## src/rtl/div_issue_queue.sv

```systemverilog
// rtl/div_issue_queue.sv - tagged request FIFO and multicycle issue engine for the 16-bit divider
// Holds registered operands for DIV_CYCLES, then returns quotient/remainder (or dbz result) over valid/ready.
module div_issue_queue #(
  parameter int DEPTH      = 4,
  parameter int TAG_W      = 4,
  parameter int DIV_CYCLES = 2
) (
  input  logic             clk,
  input  logic             reset_n,
  input  logic             req_valid,
  output logic             req_ready,
  input  logic [15:0]      req_lop,
  input  logic [15:0]      req_rop,
  input  logic [TAG_W-1:0] req_tag,
  output logic [15:0]      div_lop,
  output logic [15:0]      div_rop,
  input  logic [15:0]      div_quot,
  input  logic [15:0]      div_mod,
  output logic             resp_valid,
  input  logic             resp_ready,
  output logic [15:0]      resp_quot,
  output logic [15:0]      resp_mod,
  output logic [TAG_W-1:0] resp_tag,
  output logic             resp_dbz,
  output logic [7:0]       dbz_cnt
);
  localparam int PW = $clog2(DEPTH);
  localparam int CW = PW + 1;
  localparam int EW = 32 + TAG_W;
  localparam logic [CW-1:0] FULL_CNT = CW'(DEPTH);
  localparam logic [3:0]    CNT_INIT = 4'(DIV_CYCLES - 1);

  typedef enum logic [1:0] {IDLE, EVAL, DZ, DONE} state_e;

  logic [EW-1:0]    mem_q [DEPTH];
  logic [EW-1:0]    mem_d [DEPTH];
  logic [PW-1:0]    wr_ptr_q, wr_ptr_d, rd_ptr_q, rd_ptr_d;
  logic [CW-1:0]    count_q, count_d;
  state_e           state_q, state_d;
  logic [3:0]       cnt_q, cnt_d;
  logic [15:0]      div_lop_q, div_lop_d, div_rop_q, div_rop_d;
  logic [TAG_W-1:0] tag_q, tag_d;
  logic [15:0]      resp_quot_q, resp_quot_d, resp_mod_q, resp_mod_d;
  logic [TAG_W-1:0] resp_tag_q, resp_tag_d;
  logic             resp_dbz_q, resp_dbz_d;
  logic [7:0]       dbz_cnt_q, dbz_cnt_d;

  logic             full, empty, push, pop;
  logic [EW-1:0]    head;

  assign full      = (count_q == FULL_CNT);
  assign empty     = (count_q == '0);
  assign req_ready = !full;
  assign push      = req_valid && !full;
  assign head      = mem_q[rd_ptr_q];

  always_comb begin
    mem_d    = mem_q;
    wr_ptr_d = wr_ptr_q;
    rd_ptr_d = rd_ptr_q;
    count_d  = count_q;
    if (push) begin
      mem_d[wr_ptr_q] = {req_tag, req_lop, req_rop};
      wr_ptr_d        = wr_ptr_q + PW'(1);
    end
    if (pop) begin
      rd_ptr_d = rd_ptr_q + PW'(1);
    end
    case ({push, pop})
      2'b10:   count_d = count_q + CW'(1);
      2'b01:   count_d = count_q - CW'(1);
      default: count_d = count_q;
    endcase
  end

  always_comb begin
    state_d     = state_q;
    cnt_d       = cnt_q;
    div_lop_d   = div_lop_q;
    div_rop_d   = div_rop_q;
    tag_d       = tag_q;
    resp_quot_d = resp_quot_q;
    resp_mod_d  = resp_mod_q;
    resp_tag_d  = resp_tag_q;
    resp_dbz_d  = resp_dbz_q;
    dbz_cnt_d   = dbz_cnt_q;
    pop         = 1'b0;
    case (state_q)
      IDLE: pop = !empty;
      EVAL: begin
        if (cnt_q != 4'd0) begin
          cnt_d = cnt_q - 4'd1;
        end else begin
          resp_quot_d = div_quot;
          resp_mod_d  = div_mod;
          resp_tag_d  = tag_q;
          resp_dbz_d  = 1'b0;
          state_d     = DONE;
        end
      end
      DZ: begin
        // Mirrors the divider's native rop=0 output without waiting on it
        resp_quot_d = 16'hFFFF;
        resp_mod_d  = div_lop_q;
        resp_tag_d  = tag_q;
        resp_dbz_d  = 1'b1;
        if (dbz_cnt_q != 8'hFF) dbz_cnt_d = dbz_cnt_q + 8'd1;
        state_d = DONE;
      end
      DONE: begin
        if (resp_ready) begin
          if (!empty) pop = 1'b1;
          else        state_d = IDLE;
        end
      end
      default: state_d = IDLE;
    endcase
    if (pop) begin
      div_lop_d = head[31:16];
      div_rop_d = head[15:0];
      tag_d     = head[EW-1:32];
      cnt_d     = CNT_INIT;
      state_d   = (head[15:0] == 16'd0) ? DZ : EVAL;
    end
  end

  always_ff @(posedge clk or negedge reset_n) begin
    if (!reset_n) begin
      for (int i = 0; i < DEPTH; i++) mem_q[i] <= '0;
      wr_ptr_q    <= '0;
      rd_ptr_q    <= '0;
      count_q     <= '0;
      state_q     <= IDLE;
      cnt_q       <= '0;
      div_lop_q   <= '0;
      div_rop_q   <= '0;
      tag_q       <= '0;
      resp_quot_q <= '0;
      resp_mod_q  <= '0;
      resp_tag_q  <= '0;
      resp_dbz_q  <= 1'b0;
      dbz_cnt_q   <= '0;
    end else begin
      mem_q       <= mem_d;
      wr_ptr_q    <= wr_ptr_d;
      rd_ptr_q    <= rd_ptr_d;
      count_q     <= count_d;
      state_q     <= state_d;
      cnt_q       <= cnt_d;
      div_lop_q   <= div_lop_d;
      div_rop_q   <= div_rop_d;
      tag_q       <= tag_d;
      resp_quot_q <= resp_quot_d;
      resp_mod_q  <= resp_mod_d;
      resp_tag_q  <= resp_tag_d;
      resp_dbz_q  <= resp_dbz_d;
      dbz_cnt_q   <= dbz_cnt_d;
    end
  end

  assign div_lop    = div_lop_q;
  assign div_rop    = div_rop_q;
  assign resp_valid = (state_q == DONE);
  assign resp_quot  = resp_quot_q;
  assign resp_mod   = resp_mod_q;
  assign resp_tag   = resp_tag_q;
  assign resp_dbz   = resp_dbz_q;
  assign dbz_cnt    = dbz_cnt_q;
endmodule
```

## config.mk

```make
export PLATFORM = sky130hd
export DESIGN_NAME = div_issue_queue
export DESIGN_NICKNAME = d
export VERILOG_FILES = /design/src/rtl/div_issue_queue.sv
export SDC_FILE = /design/constraint.sdc
export NUM_CORES = 1
export LEC_CHECK = 0
export CAP_MARGIN = 20
export CORE_MARGIN = 2
export CORE_UTILIZATION = 54
export CTS_CLUSTER_SIZE = 40
export DETAILED_ROUTE_END_ITERATION = 16
export GPL_ROUTABILITY_DRIVEN = 0
export PLACE_DENSITY_LB_ADDON = 0.12
export RECOVER_POWER = 100
export SLEW_MARGIN = 0
export SYNTH_ARGS = -nofsm -noshare
export SYNTH_HDL_FRONTEND = slang
export SYNTH_SLANG_ARGS = --single-unit
```

## constraint.sdc

```tcl
create_clock -name clk -period 3.9 [get_ports clk]
set_clock_uncertainty 0.1 [all_clocks]
set_input_delay 0.78 -clock clk [delete_from_list [all_inputs] [get_ports clk]]
set_output_delay 0.78 -clock clk [all_outputs]
set_load 0.02 [all_outputs]
```

==> results of run 1 <==
cells in the mapped netlist, drive strengths merged:
library cell    n
xnor2           8
and2            2
clkbuf         17
or4             1
and4            1
nor3b           1
and3            2
nand2          61
buf            19
or2             1
nand4           2
nand2b          2
inv            11
mux2i          16
o21bai          1
nor2b           3
o21ai          20
xor2            6
nor4            3
nand3          20
dfrtp         238
a21oi           3
ha             12
o32ai           1
mux2          186
or3             1
mux4           36
a31oi           2
nor3            3
fa              1
nor2            8
nor4b           1
flip-flops by register name, indices dropped and copies added (netlist names), 3 cells and up:
| register | flops |
|---|---|
| mem_q | 144 |
| tag_q | 4 |
| div_rop | 16 |
| div_lop | 16 |
| resp_quot | 16 |
| cnt_q | 4 |
| resp_tag | 4 |
| count_q | 3 |
| dbz_cnt | 8 |
| resp_mod | 16 |
routing by layer:
layer  wire (um)  up-vias  track usage
met2       10700      158        0.375
met3        1010       30       0.0354
met4         365        2       0.0605
met1        9520     3169        0.302
li1            -     2803            -
met5          13        -            0
per-stage QoR:
| stage | area [sq um] | hold slack (ns) | instances | setup WS (ns) | power [uW] |
|---|---|---|---|---|---|
| 2_1_floorplan | 10200 | 0.364 | 689 | 1.07 | 7790 |
| 3_3_place_gp | 12000 | 0.358 | 1053 | 1.08 | 9350 |
| 3_5_place_dp | 12000 | 0.371 | 1053 | 1.04 | 9620 |
| 4_1_cts | 12800 | 0.253 | 1097 | 1.12 | 11900 |
| 5_1_grt | 12700 | 0.276 | 1097 | 0.589 | 12300 |
| 6_report | 12700 | 0.211 | 1097 | 0.752 | 11600 |
worst max-delay path: stages (launching register included):
cell	delay [ns]
dfrtp_1	1.18
mux4_1	0.71
or4_4	0.55
nor4b_2	0.33
o32ai_1	0.13
kinds of logic (layout without fill, tap and decap cells):
logic type	after synthesis	count (layout)	synth area share
fa+ha+maj	13	13	0.0167
xor+xnor	14	14	0.0120
simple gates	112	112	0.0507
flops	238	238	0.584
compound gates	27	27	0.0141
mux	238	238	0.303
buf+inv	47	221	0.0200
report_power, final:
| part | total, uW | internal (uW) | switching, uW |
|---|---|---|---|
| Clock | 2250 | 1330 | 919 |
| Sequential | 4480 | 3730 | 745 |
| Combinational | 4880 | 2650 | 2230 |
path summary, 6_finish.rpt:
| path | slack, ns | cells past startpoint | endpoint | startpoint |
|---|---|---|---|---|
| max in group asynchronous | 1.48 | 2 | mem_q[54]$_DFFE_PN0P_ | reset_n |
| min reg2reg | 0.37 | 2 | resp_mod[8]$_DFFE_PN0P_ | resp_mod[8]$_DFFE_PN0P_ |
| min | 0.21 | 1 | resp_quot[7]$_DFFE_PN0P_ | reset_n |
| max reg2reg | 0.75 | 4 | state_q[0]$_DFFE_PN0P_ | rd_ptr_q[0]$_DFFE_PN0P_ |
| max | 0.75 | 4 | state_q[0]$_DFFE_PN0P_ | rd_ptr_q[0]$_DFFE_PN0P_ |
| min in group clk | 0.37 | 2 | resp_mod[8]$_DFFE_PN0P_ | resp_mod[8]$_DFFE_PN0P_ |
final cells by class:
| type | instances | share of cell area |
|---|---|---|
| clock buffer | 40 | 0.0598 |
| clock inverter | 4 | 0.00177 |
| inverter | 11 | 0.00324 |
| multi-input combinational | 404 | 0.318 |
| sequential | 238 | 0.468 |
| tap | 234 | 0.0230 |
| timing repair buffer | 166 | 0.126 |
cell usage in the layout (no fill, tap or decap), types with 5 or more instances in the layout:
| cell type | instances |
|---|---|
| nor2_1 | 8 |
| buf_4 | 5 |
| mux4_2 | 30 |
| dfrtp_1 | 237 |
| nand2_1 | 57 |
| mux4_1 | 6 |
| ha_1 | 12 |
| clkbuf_16 | 25 |
| inv_1 | 11 |
| xor2_1 | 6 |
| clkbuf_8 | 8 |
| mux2_2 | 185 |
| clkdlybuf4s50_1 | 69 |
| clkbuf_1 | 12 |
| xnor2_1 | 8 |
| nand3_1 | 20 |
| dlygate4sd3_1 | 80 |
| clkbuf_2 | 5 |
| o21ai_0 | 20 |
| mux2i_1 | 16 |
==> flow_summary.yaml, run 1 <==
status:
  run_status: "finished, violations left"
  violations: "capacitance limit, slew limit"
floorplanning:
  die_x_um: 141
  fp-row-count: 50
  initial_utilization: 0.547
  design.core.area_sq_um: 18600
  dieArea_sq_um: 20000
  ioPinCount: 151
  fp.dieH_um: 141
synth:
  synth.distinct_cells: 36
  syn_area_per_cell_sq_um: 14.8
  syn_area_sq_um: 10200
  netlist.area_leader.share: 0.584
  syn_inst: 689
  synth_top_area_cell: "dfrtp_1"
  syn_nets: 774
  ys.warnings.count: 0
  synth_area_leaders: "dfrtp_1, mux2_2, mux4_2, nand2_1, mux2i_1"
  ys_seq_area_frac: 0.584
  synth_seq_cells: 238
final_layout:
  drive_above_1_share: 0.314
  final_nets: 931
  n_antenna_cell: 0
  seqCellArea_sq_um: 5960
  nFillCells: 1299
  multiInputGateArea_sq_um: 4050
  final_util: 0.683
  area_growth_pct: 24.8
timing:
  maxSlewViolCount: 61
  worstMarginPinSlew_ns: 1.57
  tns_ns: 0
  fmax_mhz: 318
  worst_slew_margin_rel: -0.0465
  min_period_over_period: 0.807
  setup_viol: 0
  rsz0062_at_grt: "false"
  period_needed_ns: 3.15
  hold_violations: 0
routing:
  drt_first_pass_iters: 4
  wl_um: 21600
  num_vias: 6162
  drt_first_iter_violations: 230
  wl_per_cell_um: 19.7
  drc: 0
  antenna_left: 0
  vias_per_cell: 5.62
critical_path:
  critPathArrivalTime_ns: 3.42
  path_class: "flip-flop to flip-flop"
  cp.required_ns: 4.17
  cp-start-kind: "flip-flop"
  endpoint_kind: "flip-flop"
  worstPathMaxFanout: 22
global_route:
  grt_max_degree: 109
  grt_first_pass_wirelength_um: 35100
  grt_overflow_total: 0
  antenna_found_initial: 1
  grt_pass1_vias: 6682
  grtUsageTotal: 0.222
placed_design:
  portBuffers: 150
  dp_hpwl_um: 14200
clock_network:
  cts_tree: "yes"
  cts_resized: 0
  clk_pin_slew_ns: 0.06
  cts_buffers: 25
  numClockSinks: 238
  clock_latency_ns: 0.51
  htreeDepth: 1
  cts_setup_buffers: 0
  cts_root_buf: "clkbuf_16"
  clock_path_buffers: 3
  cts_hold_buffers: 0
power_and_ir_drop:
  powerDensity_nw_per_um2: 911
  p_leak_uw: 0.00548
  max-vdd-ir-drop_mv: 0.511
min_path:
  hold_path_class: "primary input to asynchronous set/reset pin"
run:
  max-cap-violations: 3
Note: power is estimated with default switching activity, not from simulation.
==> run 2, diff against run 1 <==
--- a/config.mk
+++ b/config.mk
@@ -7,7 +7,7 @@
 export LEC_CHECK = 0
 export CAP_MARGIN = 20
 export CORE_MARGIN = 2
-export CORE_UTILIZATION = 54
+export CORE_UTILIZATION = 49
 export CTS_CLUSTER_SIZE = 40
 export DETAILED_ROUTE_END_ITERATION = 16
 export GPL_ROUTABILITY_DRIVEN = 0
==> constraint.sdc (replaced) <==
create_clock -name clk -period 2.5 [get_ports clk]
set_clock_uncertainty 0.1 [all_clocks]
set_input_delay 0.5 -clock clk [delete_from_list [all_inputs] [get_ports clk]]
set_output_delay 0.5 -clock clk [all_outputs]
set_load 0.02 [all_outputs]
==> flow_summary.yaml, run 2 (synthesized netlist as in run 1, its figures left out) <==
global_route:
  grt_max_degree: 61
  grtUsageTotal: 0.205
  grt.busiest_layer: "met2"
  use_met3: 0.0279
  grt_pass1_vias: 6804
  antenna_found_initial: 0
  grt_overflow_total: 0
  use_met1: 0.273
  grt_first_pass_wirelength_um: 36000
  grt_util_met2: 0.357
routing:
  drt_first_iter_violations: 187
  drt_first_pass_iters: 4
  wl_per_cell_um: 19.1
  num_vias: 6253
  wl_um: 22000
  drc: 0
  antenna_left: 0
  vias_per_cell: 5.42
placed_design:
  place_ws_ns: 0.0359
  dp_cells: 1102
  portBuffers: 150
  dp_hpwl_um: 14900
  place_area_sq_um: 12200
final_layout:
  final_cell_mix: "dfrtp_1, mux2_2, dlygate4sd3_1, clkdlybuf4s50_1, nand2_1"
  final_common_cell: "dfrtp_1"
  n_antenna_cell: 0
  seqCellArea_sq_um: 5960
  nFillCells: 1502
  area_growth_pct: 28.2
  multiInputGateArea_sq_um: 4070
  final_util: 0.642
  final_nets: 948
  stdcell_area_sq_um: 13100
  largest_register_ff_count: 144
  drive_above_1_share: 0.336
  largest-register: "mem_q"
  stdcell_count: 1153
critical_path:
  path_class: "flip-flop to output pin"
  worstPathMaxFanout: 3
  cp-start-kind: "flip-flop"
  r2r-start: "rd_ptr_q[0]$_DFFE_PN0P_"
  worstReg2RegEnd: "state_q[0]$_DFFE_PN0P_"
  cp.required_ns: 1.90
  worst_r2r_path_depth: 5
  critPathArrivalTime_ns: 1.80
  r2r_setup_slack_ns: 0.13
  endpoint_kind: "output pin"
floorplanning:
  fp-row-count: 52
  ioPinCount: 151
  dieArea_sq_um: 22000
  initial_utilization: 0.501
  die_x_um: 148
  fp.dieH_um: 148
  design.core.area_sq_um: 20400
run:
  max-cap-violations: 0
timing:
  hold_violations: 0
  worstMarginPinSlew_ns: 1.49
  min_period_over_period: 0.961
  fmax_mhz: 416
  rsz0062_at_grt: "false"
  setup_slack_ns: 0.0984
  tns_ns: 0
  setup_viol: 0
  worst_slew_margin_rel: 0.00891
  period_needed_ns: 2.40
  maxSlewViolCount: 0
min_path:
  holdPathEnd: "resp_mod[11]$_DFFE_PN0P_"
  min-delay-start: "resp_mod[11]$_DFFE_PN0P_"
  min_path_cells: 2
  hold_path_class: "flip-flop to flip-flop"
power_and_ir_drop:
  p_leak_uw: 0.00565
  powerDensity_nw_per_um2: 1440
  max-vdd-ir-drop_mv: 0.788
clock_network:
  cts_buffers: 26
  clock_path_buffers: 3
  numClockSinks: 238
  htreeDepth: 1
  cts_tree: "yes"
  clock_latency_ns: 0.51
  clk_pin_slew_ns: 0.06
  cts_root_buf: "clkbuf_16"
status:
  run_status: "completed"
## run 2: final cells by class
cell class              instances  area share
multi-input cells             404       0.311
clock inverters                 9     0.00919
inverters                      11     0.00316
well taps                     270      0.0258
repair buffers                182       0.135
clock buffers                  39      0.0605
flip-flops and latches        238       0.456
## run 2: how the worst max path moves through the flow
| stage | from | to | slack (ns) | cells after the start |
|---|---|---|---|---|
| 5_1_grt | reset_n | mem_q[31]$_DFFE_PN0P_ | 0.02 | 3 |
| 4_1_cts | rd_ptr_q[0]$_DFFE_PN0P_ | state_q[0]$_DFFE_PN0P_ | 0.02 | 6 |
| 3_5_place_dp | rd_ptr_q[0]$_DFFE_PN0P_ | state_q[0]$_DFFE_PN0P_ | 0.04 | 5 |
| 3_3_place_gp | rd_ptr_q[0]$_DFFE_PN0P_ | state_q[0]$_DFFE_PN0P_ | 0.08 | 6 |
| 2_1_floorplan | state_q[0]$_DFFE_PN0P_ | count_q[2]$_DFFE_PN0P_ | 0.01 | 11 |
| 6_report | count_q[0]$_DFFE_PN0P_ | req_ready | 0.1 | 3 |
## run 2: report_power, final
group,switching (uW),internal (uW),total (uW)
logic,3570,4260,7830
clock network,1470,2480,3950
registers,1170,5830,7000
## run 2: routing by layer
layer  vias to the layer above  share of wire
met1                      3264           0.44
li1                       2836              -
met2                       119           0.51
met3                        34          0.033
met5                         -              0
met4                         0          0.020
## run 2: worst max-delay path, cell delays in order, from the launching register on
cell and delay [ns]:
dfrtp_1 0.40, inv_1 0.11, nand3_1 0.11, dlygate4sd3_1 0.67
## run 2: metrics by stage
step	power, uW	hold WS, ns
global placement	14800	0.362
detailed placement	15300	0.364
CTS	19300	0.389
global route	19900	0.409
finish	18800	0.377
floorplan	12200	0.104
## run 2: timing repair
item | 4_1_cts | 5_1_grt
hold buffers | 1 | 0
setup buffers | 0 | 2
resized for setup | 0 | 2
setup endpoints to repair | 0 | 2
hold endpoints to repair | 54 | 0
==> run 3, diff against run 2 <==
--- a/config.mk
+++ b/config.mk
@@ -11,6 +11,7 @@
 export CTS_CLUSTER_SIZE = 40
 export DETAILED_ROUTE_END_ITERATION = 16
 export GPL_ROUTABILITY_DRIVEN = 0
+export GPL_TIMING_DRIVEN = 0
 export PLACE_DENSITY_LB_ADDON = 0.12
 export RECOVER_POWER = 100
 export SLEW_MARGIN = 0
==> flow_summary.yaml, run 3 (synthesized netlist as in run 1, its figures left out) <==
routing:
  wl_um: 22900
  drt_first_iter_violations: 277
  drc: 0
  antenna_left: 0
  wl_per_cell_um: 19.8
  num_vias: 6307
  vias_per_cell: 5.45
  drt_first_pass_iters: 4
clock_network:
  cts_tree: "yes"
  clock_latency_ns: 0.52
  cts_buffers: 26
  clock_path_buffers: 3
  numClockSinks: 238
  clk_pin_slew_ns: 0.06
  cts_root_buf: "clkbuf_16"
  htreeDepth: 1
timing:
  worst_slew_margin_rel: 0.388
  hold_violations: 0
  worstMarginPinSlew_ns: 0.918
  tns_ns: 0
  rsz0062_at_grt: "true"
  setup_viol: 0
  maxSlewViolCount: 0
  period_needed_ns: 2.43
  hold_slack_ns: 0.376
  fmax_mhz: 411
  min_period_over_period: 0.972
final_layout:
  n_antenna_cell: 0
  drive_above_1_share: 0.336
  stdcell_count: 1157
  final_common_cell: "dfrtp_1"
  stdcell_area_sq_um: 13000
  final_cell_mix: "dfrtp_1, mux2_2, dlygate4sd3_1, clkdlybuf4s50_1, nand2_1"
  area_growth_pct: 27.7
  final_nets: 958
  largest_register_ff_count: 144
  largest-register: "mem_q"
critical_path:
  cp-start-kind: "flip-flop"
  crit_slowest_cell: "mux4_1"
  critPathCapture: "state_q[0]$_DFFE_PN0P_"
  cp.required_ns: 2.79
  worstReg2RegEnd: "state_q[0]$_DFFE_PN0P_"
  path_class: "flip-flop to flip-flop"
  slowest_delay_ns: 0.65
  cp-startpoint: "rd_ptr_q[0]$_DFFE_PN0P_"
  worst_r2r_path_depth: 6
  worstPathMaxFanout: 10
  critPathArrivalTime_ns: 2.72
  r2r-start: "rd_ptr_q[0]$_DFFE_PN0P_"
  worstPathCellList: "buf_6 -> mux4_1 -> nor4_2 -> nand3_1 -> nor4b_4 -> o32ai_1"
  r2r_setup_slack_ns: 0.07
  endpoint_kind: "flip-flop"
floorplanning:
  fp-row-count: 52
  ioPinCount: 151
  initial_utilization: 0.501
  dieArea_sq_um: 22000
  design.core.area_sq_um: 20400
  die_x_um: 148
  fp.dieH_um: 148
placed_design:
  portBuffers: 150
  dp_cells: 1110
  place_area_sq_um: 12100
  dp_hpwl_um: 15800
run:
  max-cap-violations: 0
global_route:
  grt_first_pass_wirelength_um: 36700
  grt_max_degree: 129
  grtUsageTotal: 0.212
  grt_overflow_total: 0
  antenna_found_initial: 0
  grt_pass1_vias: 6883
min_path:
  hold_path_class: "flip-flop to flip-flop"
power_and_ir_drop:
  p_leak_uw: 0.00558
  powerDensity_nw_per_um2: 1440
  max-vdd-ir-drop_mv: 0.755
status:
  run_status: "completed"
[run 3: cell count changes in the layout (fill, tap and decap cells not counted), moves of 4 or more]
cell      previous run  this run
clkbuf_1             7        18
buf_4                9         4
buf_12               4         0
clkinv_2             6         0
buf_2                0        14
clkbuf_4             5         0
[run 3: what timing repair did]
item / CTS / global route
pin swaps: 1 / 2
setup buffers: 2 / 2
endpoints found under the hold margin: 35 / 0
setup endpoints to repair: 48 / 79
hold buffers: 1 / 0
gates resized for setup: 16 / 20
[run 3: critical path: cells and delay by family (launching register included)]
family          cells  cell delay, ns
simple gates        3            0.84
compound gates      1            0.12
mux                 1            0.65
flops               1            0.38
buf+inv             1            0.21
[run 3: layer usage]
metal,global-route usage,wire [um],vias to the layer above
li1,-,-,2844
met1,0.277,9780,3287
met2,0.376,11700,142
met3,0.0325,948,34
met4,0.0467,460,0
met5,0,0,-
[run 3: how the worst min path moves through the flow]
| stage | depth (start not counted) | start | to |
|---|---|---|---|
| finish | 2 | resp_dbz$_DFFE_PN0P_ | resp_dbz$_DFFE_PN0P_ |
| global route | 1 | mem_q[57]$_DFFE_PN0P_ | mem_q[57]$_DFFE_PN0P_ |
| CTS | 2 | resp_dbz$_DFFE_PN0P_ | resp_dbz$_DFFE_PN0P_ |
| detailed placement | 2 | resp_dbz$_DFFE_PN0P_ | resp_dbz$_DFFE_PN0P_ |
| global placement | 2 | resp_dbz$_DFFE_PN0P_ | resp_dbz$_DFFE_PN0P_ |
| floorplan | 0 | reset_n | cnt_q[0]$_DFFE_PN0P_ |
[run 3: cell type report]
cell class | instances | area (sq um)
buffer | 36 | 216
clock buffer | 41 | 788
clock inverter | 1 | 8.76
fill | 1481 | 7340
inverter | 11 | 41.3
multi-input combinational | 404 | 4120
sequential | 238 | 5960
tap | 270 | 338
timing repair buffer | 156 | 1560
[run 3: power breakdown]
part	switching, uW	internal [uW]
Sequential	1060	5830
Clock	1430	2130
Combinational	3890	4370
Total	6370	12300
[run 3: stage by stage]
| stage | utilization | worst slack (ns) | power (uW) |
|---|---|---|---|
| global route | 0.640 | -0.0287 | 19800 |
| detailed placement | 0.593 | -0.539 | 15200 |
| CTS | 0.637 | 0.00568 | 19000 |
| finish | 0.640 | 0.0699 | 18700 |
| global placement | 0.592 | -8.65 | 14700 |
| floorplan | - | 0.0116 | 12200 |
